$ cat config.mk
export PLATFORM = sky130hd
export DESIGN_NAME = led_frame_buffer_ctrl_flat
export DESIGN_NICKNAME = d
export VERILOG_FILES = /design/src/rtl/led_frame_buffer_ctrl_if.sv /design/src/rtl/led_frame_buffer_ctrl.sv /design/src/flat_wrapper.sv
export SDC_FILE = /design/constraint.sdc
export NUM_CORES = 1
export LEC_CHECK = 0
export CORE_MARGIN = 2
export CORE_UTILIZATION = 59
export CTS_BUF_LIST = sky130_fd_sc_hd__clkbuf_2 sky130_fd_sc_hd__clkbuf_4 sky130_fd_sc_hd__clkbuf_8
export DETAILED_ROUTE_END_ITERATION = 8
export GPL_ROUTABILITY_DRIVEN = 0
export PLACE_DENSITY = 0.87
export SYNTH_ARGS = -nofsm -noshare
export SYNTH_HDL_FRONTEND = slang
export SYNTH_SLANG_ARGS = --single-unit
$ cat constraint.sdc
create_clock -name clk -period 3.1 [get_ports clk]
set_input_delay 0.775 -clock clk [delete_from_list [all_inputs] [get_ports clk]]
set_output_delay 0.775 -clock clk [all_outputs]
set_load 0.02 [all_outputs]
$ cat src/rtl/led_frame_buffer_ctrl_if.sv
// Bundle of capture stream, serializer stream and RAM port signals for the ping-pong frame buffer.
// master = controller side, slave = capture/serializer/RAM side.
// Widths follow SIZE (pixel word) and AW = $clog2(2*PIXELS) (RAM address).
interface led_frame_buffer_ctrl_if #(
    parameter int SIZE   = 24,
    parameter int PIXELS = 64
);
    localparam int AW = $clog2(2 * PIXELS);

    logic [SIZE-1:0] in_data;
    logic            in_valid;
    logic            in_frame_start;
    logic [SIZE-1:0] out_data;
    logic            out_valid;
    logic            out_ready;
    logic            out_last;
    logic            frame_dropped;
    logic [AW-1:0]   ram_waddr;
    logic [SIZE-1:0] ram_wdata;
    logic            ram_we;
    logic [AW-1:0]   ram_raddr;
    logic [SIZE-1:0] ram_rdata;

    modport master (
        input  in_data, in_valid, in_frame_start, out_ready, ram_rdata,
        output out_data, out_valid, out_last, frame_dropped,
               ram_waddr, ram_wdata, ram_we, ram_raddr
    );

    modport slave (
        output in_data, in_valid, in_frame_start, out_ready, ram_rdata,
        input  out_data, out_valid, out_last, frame_dropped,
               ram_waddr, ram_wdata, ram_we, ram_raddr
    );
endinterface

$ cat src/rtl/led_frame_buffer_ctrl.sv
// Ping-pong frame buffer: capture writes one RAM bank while the serializer streams the other.
// Latency: last captured pixel to first out_valid is 4 edges; 1 pixel/cycle while out_ready is high.
// Backpressure: capture side has none (whole frames dropped when no bank is free); output is valid/ready.
module led_frame_buffer_ctrl #(
    parameter int SIZE   = 24,
    parameter int PIXELS = 64
) (
    input  logic                    clk,
    input  logic                    rst,
    led_frame_buffer_ctrl_if.master bus
);
    localparam int AW = $clog2(2 * PIXELS);
    localparam int CW = $clog2(PIXELS);
    localparam logic [CW-1:0] LAST_OFF   = CW'(PIXELS - 1);
    localparam logic [AW-1:0] BANK1_BASE = AW'(PIXELS);

    typedef enum logic [1:0] {W_IDLE, W_FILL, W_SKIP} wstate_t;
    typedef enum logic [1:0] {R_IDLE, R_STREAM, R_DRAIN} rstate_t;

    // Writer state
    wstate_t         w_state_q;
    logic [CW-1:0]   wcnt_q;
    logic            wbank_q;
    logic            ram_we_q;
    logic [AW-1:0]   ram_waddr_q;
    logic [SIZE-1:0] ram_wdata_q;
    logic            drop_q;
    logic            commit_q;
    logic            commit_bank_q;
    logic [AW-1:0]   wbase;

    // Bank ownership
    logic [1:0]      full_q;
    logic [1:0]      full_d;

    // Reader state
    rstate_t         r_state_q;
    logic [CW-1:0]   rcnt_q;
    logic            rbank_q;
    logic [AW-1:0]   ram_raddr_q;
    logic            rd_p1_q;
    logic            rd_p2_q;
    logic            last_p1_q;
    logic            last_p2_q;
    logic [AW-1:0]   rbase;

    // Output queue: three slots cover the two-cycle read pipeline plus the head being presented,
    // so the issue credit can keep one pixel per cycle flowing without ever overflowing.
    logic [SIZE-1:0] obuf_dat_q  [3];
    logic            obuf_last_q [3];
    logic [1:0]      head_q;
    logic [1:0]      tail_q;
    logic [1:0]      occ_q;

    logic            out_vld;
    logic            pop;
    logic            head_last;
    logic            rd_clear;
    logic [2:0]      pending;
    logic            can_issue;
    logic            issue_now;

    function automatic logic [1:0] nxt(input logic [1:0] p);
        return (p == 2'd2) ? 2'd0 : p + 2'd1;
    endfunction

    assign wbase = wbank_q ? BANK1_BASE : '0;
    assign rbase = rbank_q ? BANK1_BASE : '0;

    assign out_vld   = (occ_q != 2'd0);
    assign pop       = out_vld && bus.out_ready;
    assign head_last = obuf_last_q[head_q];
    assign rd_clear  = (r_state_q == R_DRAIN) && pop && head_last;
    assign pending   = {1'b0, occ_q} + {2'b00, rd_p1_q} + {2'b00, rd_p2_q};
    // A pop this cycle frees a slot, so it counts as credit for a new read.
    assign can_issue = pop ? (pending < 3'd4) : (pending < 3'd3);
    assign issue_now = ((r_state_q == R_IDLE) && full_q[rbank_q]) ||
                       ((r_state_q == R_STREAM) && can_issue);

    // Writer FSM: frame-start decides fill vs skip; the last pixel schedules a commit one edge later,
    // coincident with its RAM write.
    always_ff @(posedge clk) begin
        if (rst) begin
            w_state_q     <= W_IDLE;
            wcnt_q        <= '0;
            wbank_q       <= 1'b0;
            ram_we_q      <= 1'b0;
            ram_waddr_q   <= '0;
            ram_wdata_q   <= '0;
            drop_q        <= 1'b0;
            commit_q      <= 1'b0;
            commit_bank_q <= 1'b0;
        end else begin
            ram_we_q <= 1'b0;
            drop_q   <= 1'b0;
            commit_q <= 1'b0;
            if (bus.in_valid && bus.in_frame_start) begin
                // Any partial frame is abandoned; this pixel is offset 0 of a new frame.
                if (!full_q[wbank_q]) begin
                    ram_we_q    <= 1'b1;
                    ram_waddr_q <= wbase;
                    ram_wdata_q <= bus.in_data;
                    wcnt_q      <= CW'(1);
                    w_state_q   <= W_FILL;
                end else begin
                    drop_q    <= 1'b1;
                    wcnt_q    <= '0;
                    w_state_q <= W_SKIP;
                end
            end else if (bus.in_valid && (w_state_q == W_FILL)) begin
                ram_we_q    <= 1'b1;
                ram_waddr_q <= wbase + AW'(wcnt_q);
                ram_wdata_q <= bus.in_data;
                if (wcnt_q == LAST_OFF) begin
                    commit_q      <= 1'b1;
                    commit_bank_q <= wbank_q;
                    wbank_q       <= ~wbank_q;
                    wcnt_q        <= '0;
                    w_state_q     <= W_IDLE;
                end else begin
                    wcnt_q <= wcnt_q + CW'(1);
                end
            end
        end
    end

    // Full flags: writer sets and reader clears always target different banks, so both apply.
    always_comb begin
        full_d = full_q;
        if (commit_q) full_d[commit_bank_q] = 1'b1;
        if (rd_clear) full_d[rbank_q] = 1'b0;
    end

    // Full flag register.
    always_ff @(posedge clk) begin
        if (rst) full_q <= 2'b00;
        else     full_q <= full_d;
    end

    // Reader FSM: issues reads into a two-stage pipeline tagged with the last-pixel marker.
    always_ff @(posedge clk) begin
        if (rst) begin
            r_state_q   <= R_IDLE;
            rcnt_q      <= '0;
            rbank_q     <= 1'b0;
            ram_raddr_q <= '0;
            rd_p1_q     <= 1'b0;
            rd_p2_q     <= 1'b0;
            last_p1_q   <= 1'b0;
            last_p2_q   <= 1'b0;
        end else begin
            rd_p1_q   <= 1'b0;
            rd_p2_q   <= rd_p1_q;
            last_p2_q <= last_p1_q;
            if (issue_now) begin
                ram_raddr_q <= rbase + AW'(rcnt_q);
                rd_p1_q     <= 1'b1;
                last_p1_q   <= (rcnt_q == LAST_OFF);
                rcnt_q      <= (rcnt_q == LAST_OFF) ? '0 : rcnt_q + CW'(1);
            end
            case (r_state_q)
                R_IDLE:   if (issue_now) r_state_q <= R_STREAM;
                R_STREAM: if (issue_now && (rcnt_q == LAST_OFF)) r_state_q <= R_DRAIN;
                R_DRAIN: begin
                    if (rd_clear) begin
                        rbank_q   <= ~rbank_q;
                        r_state_q <= R_IDLE;
                    end
                end
                default:  r_state_q <= R_IDLE;
            endcase
        end
    end

    // Output queue: RAM data lands two edges after issue; the head is held until accepted.
    always_ff @(posedge clk) begin
        if (rst) begin
            for (int i = 0; i < 3; i++) begin
                obuf_dat_q[i]  <= '0;
                obuf_last_q[i] <= 1'b0;
            end
            head_q <= 2'd0;
            tail_q <= 2'd0;
            occ_q  <= 2'd0;
        end else begin
            if (rd_p2_q) begin
                obuf_dat_q[tail_q]  <= bus.ram_rdata;
                obuf_last_q[tail_q] <= last_p2_q;
                tail_q              <= nxt(tail_q);
            end
            if (pop) head_q <= nxt(head_q);
            case ({rd_p2_q, pop})
                2'b10:   occ_q <= occ_q + 2'd1;
                2'b01:   occ_q <= occ_q - 2'd1;
                default: occ_q <= occ_q;
            endcase
        end
    end

    assign bus.out_data      = obuf_dat_q[head_q];
    assign bus.out_valid     = out_vld;
    assign bus.out_last      = out_vld && head_last;
    assign bus.frame_dropped = drop_q;
    assign bus.ram_we        = ram_we_q;
    assign bus.ram_waddr     = ram_waddr_q;
    assign bus.ram_wdata     = ram_wdata_q;
    assign bus.ram_raddr     = ram_raddr_q;
endmodule

$ cat src/flat_wrapper.sv
// flat-port wrapper written by rule: the top's interface ports become plain ports
module led_frame_buffer_ctrl_flat 
#(
    parameter int SIZE   = 24,
    parameter int PIXELS = 64
)
  (clk, rst, bus_in_data, bus_in_valid, bus_in_frame_start, bus_out_ready, bus_ram_rdata, bus_out_data, bus_out_valid, bus_out_last, bus_frame_dropped, bus_ram_waddr, bus_ram_wdata, bus_ram_we, bus_ram_raddr);
  led_frame_buffer_ctrl_if #(.SIZE(SIZE), .PIXELS(PIXELS)) bus_i ();
  input  logic clk;
  input  logic rst;
  input wire logic [$bits(bus_i.in_data)-1:0] bus_in_data;
  input wire logic [$bits(bus_i.in_valid)-1:0] bus_in_valid;
  input wire logic [$bits(bus_i.in_frame_start)-1:0] bus_in_frame_start;
  input wire logic [$bits(bus_i.out_ready)-1:0] bus_out_ready;
  input wire logic [$bits(bus_i.ram_rdata)-1:0] bus_ram_rdata;
  output wire logic [$bits(bus_i.out_data)-1:0] bus_out_data;
  output wire logic [$bits(bus_i.out_valid)-1:0] bus_out_valid;
  output wire logic [$bits(bus_i.out_last)-1:0] bus_out_last;
  output wire logic [$bits(bus_i.frame_dropped)-1:0] bus_frame_dropped;
  output wire logic [$bits(bus_i.ram_waddr)-1:0] bus_ram_waddr;
  output wire logic [$bits(bus_i.ram_wdata)-1:0] bus_ram_wdata;
  output wire logic [$bits(bus_i.ram_we)-1:0] bus_ram_we;
  output wire logic [$bits(bus_i.ram_raddr)-1:0] bus_ram_raddr;
  assign bus_i.in_data = bus_in_data;
  assign bus_i.in_valid = bus_in_valid;
  assign bus_i.in_frame_start = bus_in_frame_start;
  assign bus_i.out_ready = bus_out_ready;
  assign bus_i.ram_rdata = bus_ram_rdata;
  assign bus_out_data = bus_i.out_data;
  assign bus_out_valid = bus_i.out_valid;
  assign bus_out_last = bus_i.out_last;
  assign bus_frame_dropped = bus_i.frame_dropped;
  assign bus_ram_waddr = bus_i.ram_waddr;
  assign bus_ram_wdata = bus_i.ram_wdata;
  assign bus_ram_we = bus_i.ram_we;
  assign bus_ram_raddr = bus_i.ram_raddr;
  led_frame_buffer_ctrl #(.SIZE(SIZE), .PIXELS(PIXELS)) u_core (.clk(clk), .rst(rst), .bus(bus_i));
endmodule
==> Yosys cells after proc, flatten, opt, wreduce, memory -nomap -nowiden <==
Memory sizes are Yosys's and may differ from the RTL's. A register that Yosys moved wholly into a read port is not among the register bits.
Cells that the tools add are included.
{ "classes": {"addsub": 10, "order_cmp": 7, "reduce_logical": 26, "bitwise": 7, "muxes": 56, "n_eq_ne": 13} }
{ "ops": {"columns": ["operator", "n"], "rows": [
  ["24-bit two-way mux", 4],
  ["7-bit two-way mux", 5],
  ["2-bit two-way mux", 17],
  ["6-bit two-way mux", 4],
  ["24-bit OR reduction", 1],
  ["1-bit two-way mux", 22],
  ["7-bit by 6-bit adder with 7-bit output", 2],
  ["6-bit by 1-bit adder with 6-bit output, second input constant", 2],
  ["6-bit equality test, second input constant", 2],
  ["1-bit logical AND", 11],
  ["2-bit equality test, second input constant", 4],
  ["2-bit nonzero test", 4],
  ["2-bit by 1-bit adder with 2-bit output, second input constant", 3],
  ["2-bit by 1-bit equality test with 1-bit output, second input constant", 3],
  ["1-bit by 2-bit < comparator with 1-bit output, second input constant", 3],
  ["2-bit case mux with 3 select lines", 1],
  ["2-bit AND reduction", 3],
  ["3-bit AND reduction", 2],
  ["2-bit by 1-bit inequality test with 1-bit output, second input constant", 2],
  ["2-bit inequality test, second input constant", 2],
  ["1-bit NOT", 4],
  ["2-bit case mux with 2 select lines", 1],
  ["2-bit by 1-bit adder with 3-bit output", 1],
  ["3-bit by 1-bit adder with 3-bit output", 1],
  ["13 further kinds", 15]
]} }
{ "word_totals": {"word_cells": 142, "output_inout_bits": 66, "register_bits": 72, "ram_bits": 75, "inputBits": 53, "memories": 2} }
{ "memory_table": {"columns": ["memory", "depth", "width", "rd", "rd_clocked_by_memory_dff", "wr", "line", "text"], "rows": [
  ["u_core.obuf_dat_q", 3, 24, 1, 1, 3, "led_frame_buffer_ctrl.sv:49", "logic [SIZE-1:0] obuf_dat_q [3];"],
  ["u_core.obuf_last_q", 3, 1, 1, 1, 3, "led_frame_buffer_ctrl.sv:50", "logic obuf_last_q [3];"]
]} }

==> Longest topological paths before layout <==
{ "logic_depth": {"ltp_word": 9, "ltp_mapped": 7, "depth_no_buf": 6} }

==> Worst setup path before layout <==
No wires, ideal clock.
{ "synth_timing": {"path_kind": "reg-to-output", "startpoint": "register with a tool-made name", "endpoint": "output bus_out_data[10]", "path_stages_with_launch": 4, "required_ps": 2325, "path_buffers": 2, "setup_slack_ps": 978, "arrival_ps": 1347, "cell_sequence": "dfxtp_1 buf_4 buf_2 mux4_2"} }
{ "synth_lines": {"columns": ["element", "line", "text"], "rows": [
  ["end: declaration", "flat_wrapper.sv:16", "output wire logic [$bits(bus_i.out_data)-1:0] bus_out_data;"]
]} }

==> results by group <==
STA
  – Setup violators final: 0
  – Fin crit share: 95.1%
  – Slew @ Worst Pin: 709 ps
  – Final Hold Fails: 0
  – F_max: 339 MHz
  – Slew headroom: 52.7%
  – Min Clock Period, post-route: 2950 ps
  – Final TNS setup: 0 ps
  – Final Skew: 10.3 ps
  – Slew Viols, Final: 0
  – RSZ-0062 raised after global routing: false

Cells and area
  – Synth-to-layout area growth: 24.4%
  – Post-Layout Inst Area: 8810 um2
  – Share of layout cells above drive strength 1: 13.1%
  – Post-Layout Cell Count: 824
  – # diodes: 0
  – Fin nets: 722

Global routing
  – Antenna violations before repair: 0
  – Vias in the first global route: 4855
  – Overall routing resource usage: 23.6%
  – Largest net degree at the start of global routing: 39
  – First-pass GRT wire length: 23500 um
  – Total grt overflow: 0

Logic synthesis
  – Distinct cells, synth: 55
  – Mapped Cells: 546
  – Most frequent cell after synthesis: edfxtp_1
  – Synth top cells by count: 100 x edfxtp_1, 77 x and2_1, 74 x dfxtp_1, 57 x nand2_1, 49 x a21oi_1
  – Async set-or-reset flop fraction in the synthesized netlist: 0%
  – Number of synthesized flops with an enable pin: 100
  – Avg Cell Area, Syn: 13.0 um2
  – Syn Nets: 604
  – #FFs+latches synth: 174
  – Cell taking the most area after synthesis: edfxtp_1
  – Yosys warns: 0
  – Sequential area share after synthesis: 63.3%
  – Share of the synthesized area in the top cell type: 42.4%
  – Top cells by area, synth: edfxtp_1 42%, dfxtp_1 21%, mux4_2 7.9%
  – Synthesized cell area: 7080 um2
  – Main synth FF type: edfxtp_1

CTS
  – CTS Root Buffer Type: clkbuf_8
  – Clk sinks: 174
  – H-tree levels: 4
  – Total CTS buffers: 17
  – Clock Pin Slew Worst Setup and Hold Paths: 90 ps
  – Post-CTS sizing: 0
  – Post-CTS Hold Fix Bufs: 0
  – Clock Latency Late Sink: 450 ps
  – TritonCTS clock tree: yes
  – Clock tree buffer depth: 2
  – Postcts setup bufs: 0

Flow run
  – Number of max-cap violations: 0

Power
  – Worst vdd rail ir drop: 387 uV
  – Flop pwr share: 57.7%
  – Switching portion of total power: 22.8%
  – Psw: 990 uW
  – P_int: 3360 uW
  – Cell area power density: 493 nW/um2
  – LEAKAGE: 0.00310 uW
  – Logic pwr share: 6.7%
  – Clock power share: 35.6%

Routing
  – Final ANT Viol Nets: 0
  – Post-route DRC: 0
  – WL/cell: 17.6 um
  – DR vias/cell: 5.69
  – Drt first-iter violations: 353
  – Pre-antenna DRT Iters: 4
  – Final WL: 14500 um
  – Via count: 4691

Placement
  – Cell Area, Placed: 8410 um2
  – # port buffers: 118
  – Placed Cells: 792
  – Post-DP HPWL: 9630 um

Critical path
  – Crit Path Category: flop to output port
  – Crit path launch type: flop
  – R2r startpoint: u_core.occ_q[0]$_SDFFE_PP0P_
  – Crit path cell chain: buf_12 -> mux4_2 -> clkdlybuf4s50_1
  – CP max FO: 24
  – Kind of end point of the critical path: output port
  – Max stage delay cell, worst path: clkdlybuf4s50_1
  – WP data arrival: 2170 ps
  – R2r worst-path depth: 5
  – Slowest stage delay, CP: 570 ps
  – Critical path buffers and inverters: 2
  – Worst R2R End: u_core.rcnt_q[4]$_SDFFE_PP0P_
  – R2r setup slk: 780 ps
  – Delay-heaviest family, CP: buffers and inverters
  – CP required: 2320 ps

Floorplan
  – # IOs: 119
  – Core Box Area: 11900 um2
  – DIE WIDTH: 114 um
  – Starting density of the core: 59.7%
  – Die height: 114 um
  – Full die area: 12900 um2
  – Rows: 40

Hold path
  – Worst min path class: flop to flop
  – Hold Path Sink: u_core.bus.ram_wdata[1]$_SDFFE_PP0P_
  – Hold path depth: 2
  – Hold path startpoint: u_core.bus.ram_wdata[1]$_SDFFE_PP0P_

Run status
  – Status: completed
worst reg2reg max path, stage by stage, from the launching register on:
cell and delay, ps:
dfxtp_1 380, fa_1 450, ha_1 330, a311oi_2 530, o21ai_0 200, mux2_1 330
per-stage QoR:
step / power (uW) / worst slack, ps / hold WS [ps] / utilization [%]
floorplan: 2690 / 978 / 427 / -
global placement: 2840 / 544 / 437 / 70.9
detailed placement: 2850 / 442 / 446 / 70.9
CTS: 4380 / 95.2 / 457 / 74.3
global route: 4500 / 50.8 / 474 / 74.3
finish: 4350 / 151 / 453 / 74.3
sequential cells by signal (all words and copies together) (netlist names), 2 cells and up, named ones only:
signal                flops
u_core.bus.ram_raddr      7
u_core.bus.ram_waddr      7
u_core.bus.ram_wdata     24
u_core.full_q             2
u_core.head_q             2
u_core.obuf_dat_q        96
u_core.obuf_last_q        4
u_core.occ_q              2
u_core.r_state_q          2
u_core.rcnt_q             6
u_core.tail_q             2
u_core.w_state_q          2
u_core.wcnt_q             6
power groups by stage:
| stage | clock network (uW) | registers [uW] | logic [uW] |
|---|---|---|---|
| floorplan | 0 | 2580 | 113 |
| global placement | 0 | 2550 | 284 |
| detailed placement | 0 | 2560 | 291 |
| CTS | 1570 | 2510 | 292 |
| global route | 1670 | 2510 | 311 |
| finish | 1550 | 2510 | 290 |
per-layer routing:
| layer | share of wire (%) | vias to the layer above | global-route usage, % | wire length [um] |
|---|---|---|---|---|
| met4 | 1.7 | 0 | 9.02 | 244 |
| li1 | - | 2206 | - | - |
| met3 | 7.2 | 21 | 7.65 | 1050 |
| met2 | 51 | 165 | 39.8 | 7370 |
| met5 | 0 | - | 0 | 0 |
| met1 | 40 | 2299 | 28.4 | 5820 |
cell usage in the layout, fill, tap and decap left out, types with 15 or more instances in the layout:
master             n
dfxtp_1           73
clkdlybuf4s50_1  117
nor2_1            19
nand3_1           18
mux4_2            25
and2_1            77
o21ai_0           15
clkbuf_8          17
a21oi_1           49
edfxtp_1         100
nand2_1           57
cell type report:
| class | instances | area, um2 |
|---|---|---|
| Inverter | 6 | 22.5 |
| Timing Repair Buffer | 129 | 1280 |
| Fill cell | 760 | 3050 |
| Clock inverter | 15 | 164 |
| Sequential cell | 174 | 4490 |
| Multi-Input combinational cell | 336 | 2440 |
| Clock buffer | 17 | 234 |
| Tap cell | 147 | 184 |
kinds of logic after synthesis:
| kind of cell | count (synthesis) | share of synthesized area [%] |
|---|---|---|
| fa+ha+maj | 5 | 0.989 |
| mux | 30 | 8.74 |
| flops | 174 | 63.3 |
| compound gates | 89 | 7.89 |
| buf+inv | 36 | 2.56 |
| simple gates | 206 | 15.8 |
| xor+xnor | 6 | 0.742 |
worst max-delay path by stage:
| stage | slack, ps | cells past startpoint | endpoint |
|---|---|---|---|
| final | 150 | 3 | bus_out_data[2] |
| after CTS | 100 | 3 | bus_out_data[2] |
| after floorplan | 980 | 3 | bus_out_data[10] |
| after detailed placement | 440 | 5 | u_core.bus.ram_wdata[20]$_SDFFE_PP0P_ |
| after global placement | 540 | 5 | u_core.bus.ram_waddr[6]$_SDFFE_PP0P_ |
| after global routing | 50 | 3 | bus_out_data[2] |
(Power assumes the default switching activity.)
